[src/rtl/alu_parity_pipe.sv]
// Three-stage ALU pipeline: Fetch registers the operands, Execute computes result/carry/illegal,
// Parity registers the outputs with a parity bit. Valid/ready on both sides, bubbles collapse.
module alu_parity_pipe #(
    parameter int unsigned WIDTH      = 32,
    parameter int unsigned CODE_W     = 16,
    parameter int unsigned PARITY_ODD = 0
) (
    input  logic              clk,
    input  logic              rst,
    input  logic              in_valid,
    output logic              in_ready,
    input  logic [CODE_W-1:0] code,
    input  logic [WIDTH-1:0]  A,
    input  logic [WIDTH-1:0]  B,
    output logic              out_valid,
    input  logic              out_ready,
    output logic [WIDTH-1:0]  result,
    output logic              parity,
    output logic              carry,
    output logic              illegal
);

    localparam int unsigned ShW = $clog2(WIDTH);
    localparam logic OddBit = (PARITY_ODD != 0);

    localparam logic [CODE_W-1:0] OpAnd  = CODE_W'(1);
    localparam logic [CODE_W-1:0] OpOr   = CODE_W'(2);
    localparam logic [CODE_W-1:0] OpXor  = CODE_W'(3);
    localparam logic [CODE_W-1:0] OpAdd  = CODE_W'(4);
    localparam logic [CODE_W-1:0] OpSub  = CODE_W'(5);
    localparam logic [CODE_W-1:0] OpSll  = CODE_W'(6);
    localparam logic [CODE_W-1:0] OpSrl  = CODE_W'(7);
    localparam logic [CODE_W-1:0] OpPass = CODE_W'(8);

    // Fetch stage
    logic              f_valid_q, f_valid_d;
    logic [CODE_W-1:0] f_code_q, f_code_d;
    logic [WIDTH-1:0]  f_a_q, f_a_d;
    logic [WIDTH-1:0]  f_b_q, f_b_d;

    // Execute stage
    logic              e_valid_q, e_valid_d;
    logic [WIDTH-1:0]  e_result_q, e_result_d;
    logic              e_carry_q, e_carry_d;
    logic              e_illegal_q, e_illegal_d;

    // Parity stage
    logic              p_valid_q, p_valid_d;
    logic [WIDTH-1:0]  p_result_q, p_result_d;
    logic              p_parity_q, p_parity_d;
    logic              p_carry_q, p_carry_d;
    logic              p_illegal_q, p_illegal_d;

    logic              p_ready, e_ready, f_ready, f_load;

    logic [WIDTH:0]    sum_w, diff_w;
    logic [ShW-1:0]    shamt;
    logic [WIDTH-1:0]  exe_result;
    logic              exe_carry, exe_illegal;

    // A stage can take new data when it is empty or its contents move on this cycle.
    always_comb begin
        p_ready  = !p_valid_q || out_ready;
        e_ready  = !e_valid_q || p_ready;
        f_ready  = !f_valid_q || e_ready;
        in_ready = f_ready && !rst;
        f_load   = in_valid && in_ready;
    end

    always_comb begin
        sum_w       = {1'b0, f_a_q} + {1'b0, f_b_q};
        diff_w      = {1'b0, f_a_q} - {1'b0, f_b_q};
        shamt       = f_b_q[ShW-1:0];
        exe_result  = '0;
        exe_carry   = 1'b0;
        exe_illegal = 1'b0;
        case (f_code_q)
            OpAnd:  exe_result = f_a_q & f_b_q;
            OpOr:   exe_result = f_a_q | f_b_q;
            OpXor:  exe_result = f_a_q ^ f_b_q;
            OpAdd: begin
                exe_result = sum_w[WIDTH-1:0];
                exe_carry  = sum_w[WIDTH];
            end
            OpSub: begin
                // Top bit of the widened difference is the unsigned borrow.
                exe_result = diff_w[WIDTH-1:0];
                exe_carry  = diff_w[WIDTH];
            end
            OpSll:  exe_result = f_a_q << shamt;
            OpSrl:  exe_result = f_a_q >> shamt;
            OpPass: exe_result = f_a_q;
            default: exe_illegal = 1'b1;
        endcase
    end

    always_comb begin
        f_valid_d   = f_valid_q;
        f_code_d    = f_code_q;
        f_a_d       = f_a_q;
        f_b_d       = f_b_q;
        e_valid_d   = e_valid_q;
        e_result_d  = e_result_q;
        e_carry_d   = e_carry_q;
        e_illegal_d = e_illegal_q;
        p_valid_d   = p_valid_q;
        p_result_d  = p_result_q;
        p_parity_d  = p_parity_q;
        p_carry_d   = p_carry_q;
        p_illegal_d = p_illegal_q;

        if (f_load) begin
            f_valid_d = 1'b1;
            f_code_d  = code;
            f_a_d     = A;
            f_b_d     = B;
        end else if (e_ready) begin
            f_valid_d = 1'b0;
        end

        if (e_ready) begin
            e_valid_d = f_valid_q;
            if (f_valid_q) begin
                e_result_d  = exe_result;
                e_carry_d   = exe_carry;
                e_illegal_d = exe_illegal;
            end
        end

        // Output fields only change on a load, so they hold steady while stalled.
        if (p_ready) begin
            p_valid_d = e_valid_q;
            if (e_valid_q) begin
                p_result_d  = e_result_q;
                p_parity_d  = (^e_result_q) ^ OddBit;
                p_carry_d   = e_carry_q;
                p_illegal_d = e_illegal_q;
            end
        end
    end

    always_ff @(posedge clk) begin
        if (rst) begin
            f_valid_q   <= 1'b0;
            f_code_q    <= '0;
            f_a_q       <= '0;
            f_b_q       <= '0;
            e_valid_q   <= 1'b0;
            e_result_q  <= '0;
            e_carry_q   <= 1'b0;
            e_illegal_q <= 1'b0;
            p_valid_q   <= 1'b0;
            p_result_q  <= '0;
            p_parity_q  <= 1'b0;
            p_carry_q   <= 1'b0;
            p_illegal_q <= 1'b0;
        end else begin
            f_valid_q   <= f_valid_d;
            f_code_q    <= f_code_d;
            f_a_q       <= f_a_d;
            f_b_q       <= f_b_d;
            e_valid_q   <= e_valid_d;
            e_result_q  <= e_result_d;
            e_carry_q   <= e_carry_d;
            e_illegal_q <= e_illegal_d;
            p_valid_q   <= p_valid_d;
            p_result_q  <= p_result_d;
            p_parity_q  <= p_parity_d;
            p_carry_q   <= p_carry_d;
            p_illegal_q <= p_illegal_d;
        end
    end

    always_comb begin
        out_valid = p_valid_q;
        result    = p_result_q;
        parity    = p_parity_q;
        carry     = p_carry_q;
        illegal   = p_illegal_q;
    end

endmodule

[config.mk]
export PLATFORM = sky130hd
export DESIGN_NAME = alu_parity_pipe
export DESIGN_NICKNAME = d
export VERILOG_FILES = /design/src/rtl/alu_parity_pipe.sv
export SDC_FILE = /design/constraint.sdc
export NUM_CORES = 1
export LEC_CHECK = 0
export ABC_AREA = 1
export CAP_MARGIN = 30
export CELL_PAD_IN_SITES_DETAIL_PLACEMENT = 1
export CELL_PAD_IN_SITES_GLOBAL_PLACEMENT = 1
export CORE_UTILIZATION = 37
export CTS_CLUSTER_SIZE = 10
export DETAILED_ROUTE_END_ITERATION = 10
export PLACE_DENSITY_LB_ADDON = 0.1
export SLEW_MARGIN = 20
export SYNTH_ARGS = -nofsm -noshare
export SYNTH_HDL_FRONTEND = slang
export SYNTH_SLANG_ARGS = --single-unit
[constraint.sdc]
create_clock -name clk -period 2.54 [get_ports clk]
set_clock_uncertainty 0.15 [all_clocks]
set_input_delay 0.635 -clock clk [delete_from_list [all_inputs] [get_ports clk]]
set_output_delay 0.635 -clock clk [all_outputs]
set_load 0.1 [all_outputs]
==> flow_metrics.tcl <==
set metrics [dict create \
    worstPathMaxFanout 6 \
    rsz0062_at_grt "yes" \
    multi_input_area_um2 12310 \
    hold_path.class "flip-flop to flip-flop" \
    powerDensity_nw_per_um2 452.9 \
    start_util_pct 37.59 \
    dp_hpwl_um 72570 \
    finalCriticalPeriod_ns 2.542 \
    io_pins 121 \
    gp_congestion 1.027 \
    final_nets 3564 \
    cp_top_family "simple AND/OR/NAND/NOR gates" \
    drt_iter0_markers 2035 \
    die_area_um2 43540 \
    ant_nets 0 \
    gr-total-overflow 0 \
    crit_chain "nor2_2 > buf_6 > nand2_8 > buf_8 > nor2_2 > nand4_1 > inv_4 > buf_4 > buf_4 > nand3_1 > nand2_1 > nor2_2 > nand2_2 > nand2_1 > a21oi_1" \
    clock-sinks 152 \
    synth.distinct_cells 43 \
    drive_gt1_share_pct 29.31 \
    synth_edf_count 0 \
    cpMostUsedCell "nor2_2" \
    final_cell_mix "753 x nand2_1, 564 x buf_4, 477 x nand3_1, 289 x inv_1, 251 x nor2_1" \
    cts_made_buffers 17 \
    criticalPathCategory "flip-flop to flip-flop" \
    clockBufferDepth 2 \
    num_vias 22300 \
    fin_crit_sh_pct 100.1 \
    ir_drop_v 0.0004477 \
    synthCells 2805 \
    die_x_um 208.7 \
    maxSlewHeadroom_pct 47.00 \
    stdcell_area_um2 23790 \
    ys_warn_count 0 \
    mostFrequentLayoutCell "nand2_1" \
    first_pass_iters 6 \
    antenna_found_initial 0 \
    clockRootBuffer "clkbuf_16" \
    drc 0 \
    path_clk_slew_ns 0.08 \
    async_flop_share_pct 0 \
    worst_ep_arrival_time_ns 2.84 \
    syn2layout_area_growth_pct 50.56 \
    fp.dieH_um 208.7 \
    core_area_um2 42040 \
    cp_num_buf_inv 5 \
    grt_max_degree 106 \
    cts.hold.buffers_added 0 \
    yosysSeqAreaShare_pct 19.26 \
    grt_busiest_layer "met2" \
    crit_path_end_kind "flip-flop" \
    via_per_inst 5.678 \
    outcome "finished, violations left" \
    use_met3_pct 5.996 \
    io_buffer_count 120 \
    fill_cells 5753 \
    placed_cell_area_um2 21220 \
    postSynthAreaPerCell_um2 5.633 \
    worstSetupStartpointType "flip-flop" \
    dp_slack_ns -0.3350 \
    grt_pass1_vias 22380 \
    syn-cell-area_um2 15800 \
    grt_use_met2_pct 68.10 \
    leakagePower_uw 0.01160 \
    use_met1_pct 53.13 \
    wl_um 94930 \
    fmax_ghz 0.3934 \
    synth_nets 2994 \
    maxCapViolCount 0 \
    drv_slew 0 \
    clock_latency_ns 0.52 \
    avgRoutedWirePerCell_um 24.17 \
    critPathMaxStageDelay_ns 0.33 \
    ys_seq_elements 152 \
    track_usage_pct 42.17 \
    worstPathRequired_ns 2.83 \
    worst_pin_slew_ns 0.7949 \
    fin_ws_ns -0.001962 \
    h-tree-depth 4 \
    cts_tree "yes" \
    finalSetupViolCount 1 \
    report.final.hold_viol_count 0 \
    ys.flop_type "dfxtp_1" \
    violations "setup timing" \
    seq_area_um2 3072 \
    slowest_stage "dfxtp_2" \
    grt_pass1_wl_um 137600 \
    num_rows 75 \
]
[power breakdown]
part	leakage, uW	internal, uW	switching, uW
logic	0.0101	2060	3250
clock network	0.000292	1480	1390
registers	0.00125	2510	86.4
total	0.0116	6060	4720
[worst register-to-register path: stages, from the launching register on]
cell and delay, ns:
dfxtp_2 0.33, nor2_2 0.12, buf_6 0.15, nand2_8 0.07, buf_8 0.15, nor2_2 0.19
nand4_1 0.23, inv_4 0.16, buf_4 0.12, buf_4 0.16, nand3_1 0.13, nand2_1 0.20
nor2_2 0.06, nand2_2 0.07, nand2_1 0.06, a21oi_1 0.13
[metal layers]
| layer | vias up | part of all wire [%] |
|---|---|---|
| met2 | 1008 | 45 |
| li1 | 10240 | - |
| met3 | 294 | 7.6 |
| met5 | - | 0 |
| met1 | 10760 | 41 |
| met4 | 0 | 7.3 |
[flip-flops by register name (all words and copies together) (netlist names), 16 cells and up]
register    flops
e_result_q     32
f_a_q          32
f_b_q          32
f_code_q       16
result         32
[worst paths after layout]
| kind | from | endpoint | slack (ns) | depth (start not counted) |
|---|---|---|---|---|
| worst max register to register | f_code_q[7]$_SDFFE_PP0P_ | e_result_q[7]$_SDFFE_PP0P_ | -0.002 | 15 |
| worst min-delay path | result[28]$_SDFFE_PP0P_ | result[28]$_SDFFE_PP0P_ | 0.33 | 2 |
| worst max-delay path | f_code_q[7]$_SDFFE_PP0P_ | e_result_q[7]$_SDFFE_PP0P_ | -0.002 | 15 |
| worst min register to register | result[28]$_SDFFE_PP0P_ | result[28]$_SDFFE_PP0P_ | 0.33 | 2 |
[per-stage QoR]
stage	cells	total power [uW]	hold WS [ns]	setup TNS (ns)	utilization, %
floorplan	2805	4902	0.2931	0	-
global placement	3850	7108	0.3032	-2.467	50.47
detailed placement	3850	7223	0.3244	-6.314	50.47
CTS	3905	10220	0.3409	-0.5074	53.42
global route	3927	11150	0.3626	-0.8564	56.58
finish	3928	10770	0.3343	-0.001962	56.59
[Yosys cell counts, types with 5 or more instances]
cell type    n  area [um2]
a21oi_1     82       410.4
a21oi_2      9       78.83
and2_1       9       56.30
buf_1       11       41.29
buf_2       29       145.1
clkbuf_1    98       367.9
dfxtp_1    152        3043
ha_1       103        1289
inv_1      313        1175
inv_2       14       52.55
nand2_1    821        3082
nand3_1    534        2673
nand3b_1     5       37.54
nand4_1     39       244.0
nor2_1     302        1134
nor3_1      18       90.09
o211ai_1    15       112.6
o21ai_0     88       440.4
o21bai_1    10       75.07
o22ai_1      5       31.28
o31ai_1     71       533.0
or2_2        6       37.54
xnor2_1     27       236.5
xor2_1       6       52.55
[cells by family (layout without fill, tap and decap cells)]
| family | Yosys count | after routing | synth area share (%) |
|---|---|---|---|
| other cells | 0 | 1 | 0 |
| compound gates | 285 | 285 | 10.88 |
| simple gates | 1759 | 1759 | 48.02 |
| flops | 152 | 152 | 19.26 |
| fa+ha+maj | 105 | 105 | 8.409 |
| xor+xnor | 33 | 33 | 1.829 |
| buf+inv | 471 | 1054 | 11.61 |
[area by class of cell]
cell class / count / share of cell area (%)
inverter: 328 / 5.280
multi-input combinational: 2182 / 51.74
timing repair buffer: 694 / 24.68
clock buffer: 17 / 1.788
clock inverter: 15 / 0.7573
antenna: 1 / 0.01052
tap: 539 / 2.835
sequential: 152 / 12.91
[timing repair]
item | in CTS | in global routing
resized for setup | 110 | 287
cloned | 2 | 3
pin swaps | 8 | 65
setup endpoints to repair | 34 | 34
hold endpoints to repair | 0 | 0
buffers inserted | 22 | 21
(Power assumes the default switching activity.)
==> RTL edit 1, RTL diff (config.mk and constraints unchanged) <==
The parameter `WIDTH` goes from 32 to 16.
--- a/src/rtl/alu_parity_pipe.sv
+++ b/src/rtl/alu_parity_pipe.sv
@@ -3,3 +3,3 @@
 module alu_parity_pipe #(
-    parameter int unsigned WIDTH      = 32,
+    parameter int unsigned WIDTH      = 16,
     parameter int unsigned CODE_W     = 16,
Interface: changed (resized A, B and result); port bits go from 121 to 73. The function was not compared with the original's and may differ.
==> RTL edit 1 against the unedited design <==
  * Sequential share of layout area is 5.7 points higher
  * Area after synthesis is 52% lower
  * Routed wire length is 69% lower
  * Setup slack better by 0.14 ns
  * Utilization is 9.6 points lower
  * Design area is 60% lower
  * Clock power is 49% lower
  * Sequential cell count is 64 lower
  * Total power is 57% lower
  * Largest cell class unchanged
  * Highest routed layer unchanged
==> RTL edit 1: results (changes against the unedited design) <==
Run status
  – Outcome: finished clean (was finished with violations)

Global routing
  – Maximum number of pins on one net before global-route repair: 61 (was 106)
  – Met2 Use GR: 45.1% (was 68.1%)
  – GRT Resource Usage Total: 28.2% (was 42.2%)
  – Met3 demand-to-capacity share in global routing: 3.26% (was 6.00%)

Worst setup path
  – Arrival time reported for the critical path endpoint: 2.46 ns (was 2.84 ns)
  – Stage delay of the slowest cell on the critical path: 0.40 ns (was 0.33 ns)
  – Reg-to-reg critical path startpoint: f_a_q[0] (was f_code_q[7])
  – Worst-path maximum fanout: 5 (was 6)

Route
  – Met2 Routed Length: 13100 µm (was 42300 µm)
  – DRT met1 WL: 14500 µm (was 38500 µm)
  – Number of vias per cell: 5.25 (was 5.68)
  – Average wire length per cell after detail routing: 17.8 µm (was 24.2 µm)
  – 1st-pass router iterations: 5 (was 6)
  – Routed length on met3: 1130 µm (was 7210 µm)
  – Number of vias after detailed routing: 8690 (was 22303)

Cells and area
  – Number of nets in the finished design: 1484 (was 3564)
  – Number of antenna diodes: 0 (was 1)

Synth
  – Synth Area in Compound Gates: 12.0% (was 10.9%)
  – Sequential area share after synthesis: 23.1% (was 19.3%)
  – Top post-synthesis cells by area: dfxtp_1, nand2_1, nand3_1 (was nand2_1, dfxtp_1, nand3_1)
  – Cell types with the highest counts after synthesis: nand2_1, nand3_1, nor2_1 (was nand2_1, nand3_1, inv_1)
  – Multiplexer share of the synthesized area: 0.132% (was 0%)
  – Post-Synthesis Mean Instance Area: 6.08 µm² (was 5.63 µm²)
  – Post-Synth XOR/XNOR Area: 2.07% (was 1.83%)

Pwr
  – Highest ir drop seen on vdd: 339 µV (was 448 µV)

CTS
  – Clock Latency Late Sink: 0.35 ns (was 0.52 ns)
  – Setup fix buffers added after clock tree synthesis: 6 (was 22)
  – Quantity of gates resized following cts: 3 (was 110)
  – Cts bufs inserted: 9 (was 17)

Place
  – RePlAce Congestion: 0.928 (was 1.03)
  – Port-buffer cells: 72 (was 120)
  – Placed cell area: 0.00911 mm² (was 0.0212 mm²)
  – Placed cell count: 1633 (was 3850)

Worst hold path
  – End of the worst hold path: result[13] (was result[28])

STA
  – Worst Hold Slack: 0.335 ns (was 0.334 ns)
## RTL edit 1: changes by cell type in the layout (fill, tap and decap cells not counted), sizes merged, moves of 16 or more
cell	delta
nand2	-450
o31ai	-35
a21oi	-41
nor2	-165
inv	-207
buf	-479
clkdlybuf4s50	-32
ha	-53
dfxtp	-64
xnor2	-16
o21ai	-45
nand3	-336
nand4	-29
## RTL edit 1: area by class of cell
cell class / instances / area [µm²] / area share (%)
clock buffer: 9 / 225 / 2.37
clock inverter: 7 / 85.1 / 0.897
inverter: 121 / 454 / 4.79
multi-input combinational: 980 / 5110 / 53.9
sequential: 88 / 1770 / 18.6
tap: 270 / 338 / 3.56
timing repair buffer: 180 / 1500 / 15.8
## RTL edit 1: where the power goes
part           switching [mW]  leakage (nW)  total, mW  internal (mW)
sequential             0.0493         0.724       1.51           1.46
clock                   0.677         0.146       1.46          0.786
combinational            1.10          3.65       1.71          0.607
==> RTL edit 2, RTL diff (same flow settings) <==
Without the edit above. Take the reset off `p_result_q` and load it in a clocked block of its own.
--- a/src/rtl/alu_parity_pipe.sv
+++ b/src/rtl/alu_parity_pipe.sv
@@ -152,3 +152,2 @@
             p_valid_q   <= 1'b0;
-            p_result_q  <= '0;
             p_parity_q  <= 1'b0;
@@ -166,3 +165,2 @@
             p_valid_q   <= p_valid_d;
-            p_result_q  <= p_result_d;
             p_parity_q  <= p_parity_d;
@@ -171,2 +169,6 @@
         end
+    end
+
+    always_ff @(posedge clk) begin
+        p_result_q <= p_result_d;
     end
Formal check against the unedited RTL: differs if rst is asserted again (counterexample within 4 cycles, from zero or initial values and one cycle with rst high); with rst held inactive, the same outputs for 4 cycles.
==> RTL edit 2 against the unedited design <==
  * Combinational power decreased by 7.9%
  * Total power decreased by 4.0%
  * Area after synthesis decreased by 1.5%
  * Design area decreased by 4.8%
  * Highest routed layer unchanged
  * Count of clock-buffer cells in the layout unchanged
  * The run ends with DRC, setup timing left
  * Global-route usage decreased by 1.4 points
  * Routed wire length decreased by 3.8%
  * Maximum frequency decreased by 2.9%
  * Critical endpoint is now e_result_q[3]
  * Setup slack got worse by 0.077 ns
  * First-iteration DRC count increased by 2.3%
  * Sequential cell count unchanged
  * Cell count decreased by 5.4%
==> RTL edit 2: results (changes against the unedited design) <==
Run status
  – Outcome: finished with violations (unchanged)
  – Violated checks: DRC, setup timing (was setup timing)

Cells and area
  – Number of nets in the finished design: 3359 (was 3564)
  – Number of antenna diodes: 0 (was 1)
  – Filler cells: 5509 (was 5753)
  – Sequential cell area: 0.00339 mm² (was 0.00307 mm²)
  – Portion of the layout cell area used by non-clock buffers: 22.6% (was 24.7%)
  – Multi-input gate count: 2078 (was 2182)
  – Non-filler cells in the finished layout: 3715 (was 3928)
  – Clock Network Area Fraction: 2.67% (was 2.55%)

STA
  – Worst setup margin: -0.0787 ns (was -0.00196 ns)
  – Setup Viol. Count Final: 7 (was 1)

Route
  – Number of design-rule violations left by the first detailed-router iteration: 2082 (was 2035)
  – 1st-pass router iterations: 11 (was 6)
  – DR DRC count: 5 (was 0)
  – Wire length after detailed routing: 91300 µm (was 94900 µm)

Pwr
  – Leakage power summed over all cells: 10.9 nW (was 11.6 nW)

Synth
  – Sequential area share after synthesis: 21.6% (was 19.3%)
  – Post-Syn Instances: 2688 (was 2805)

Worst setup path
  – Reg-to-reg endpoint: e_result_q[3] (was e_result_q[7])
  – Worst Reg2Reg Path Length in Cells: 14 (was 15)
  – Reg-to-reg critical path startpoint: f_a_q[1] (was f_code_q[7])

Place
  – Estimated wirelength of the detail-placed design: 71300 µm (was 72600 µm)

Worst hold path
  – Cell depth of the worst min-delay path: 0 (was 2)
  – Origin of the worst min-delay path: e_result_q[6] (was result[28])

Global routing
  – Wire length of the first global-routing pass: 131000 µm (was 138000 µm)
  – Via count of the first global-routing pass: 21144 (was 22380)
RTL edit 2: where the power goes:
group	internal (mW)	switching [mW]
Clock	1.49	1.31
Combinational	1.86	3.03
Sequential	2.58	0.0848
RTL edit 2: logic make-up after synthesis:
family / after synthesis / share of synthesized area [%]
xor gates and xnor gates: 34 / 1.91
DFF: 152 / 21.6
and+or+nand+nor: 1674 / 46.2
AOI/OAI and AO/OA: 265 / 10.2
adders and majority gates: 105 / 8.54
buffers and inverters: 458 / 11.6
RTL edit 2: timing repair:
action,in CTS,in global routing
setup buffers,7,20
pin swaps,10,46
gates resized for setup,126,223
endpoints found under the setup margin,35,35
gates cloned,1,3
RTL edit 2: per-stage QoR:
step | setup slack (ns) | util [%] | power [mW] | instance area [µm²]
2_1_floorplan | 0.0110 | - | 4.79 | 15600
5_1_grt | -0.179 | 55.0 | 10.7 | 22600
6_report | -0.0787 | 55.0 | 10.3 | 22600
4_1_cts | 0.00212 | 52.3 | 9.87 | 21600
3_3_place_gp | -0.450 | 49.4 | 6.81 | 20400
3_5_place_dp | -0.457 | 49.4 | 6.91 | 20400
RTL edit 2: routing by layer:
layer | routed length (µm) | track usage, %
met3 | 6850 | 6.53
met2 | 40900 | 65.3
met4 | 5950 | 25.1
met5 | 0 | 0
met1 | 37600 | 51.3
RTL edit 2: critical path, cell delays in order, from the launching register on:
cell and delay (ns):
dfxtp_4 0.36, buf_6 0.11, clkinvlp_4 0.16, ha_4 0.30
buf_4 0.15, nand2_2 0.07, nand3_4 0.08, buf_4 0.14
nand2_1 0.08, xor2_1 0.19, o21ai_0 0.12, nor2_1 0.18
nand4_1 0.20, nand2_1 0.11, a21oi_1 0.06
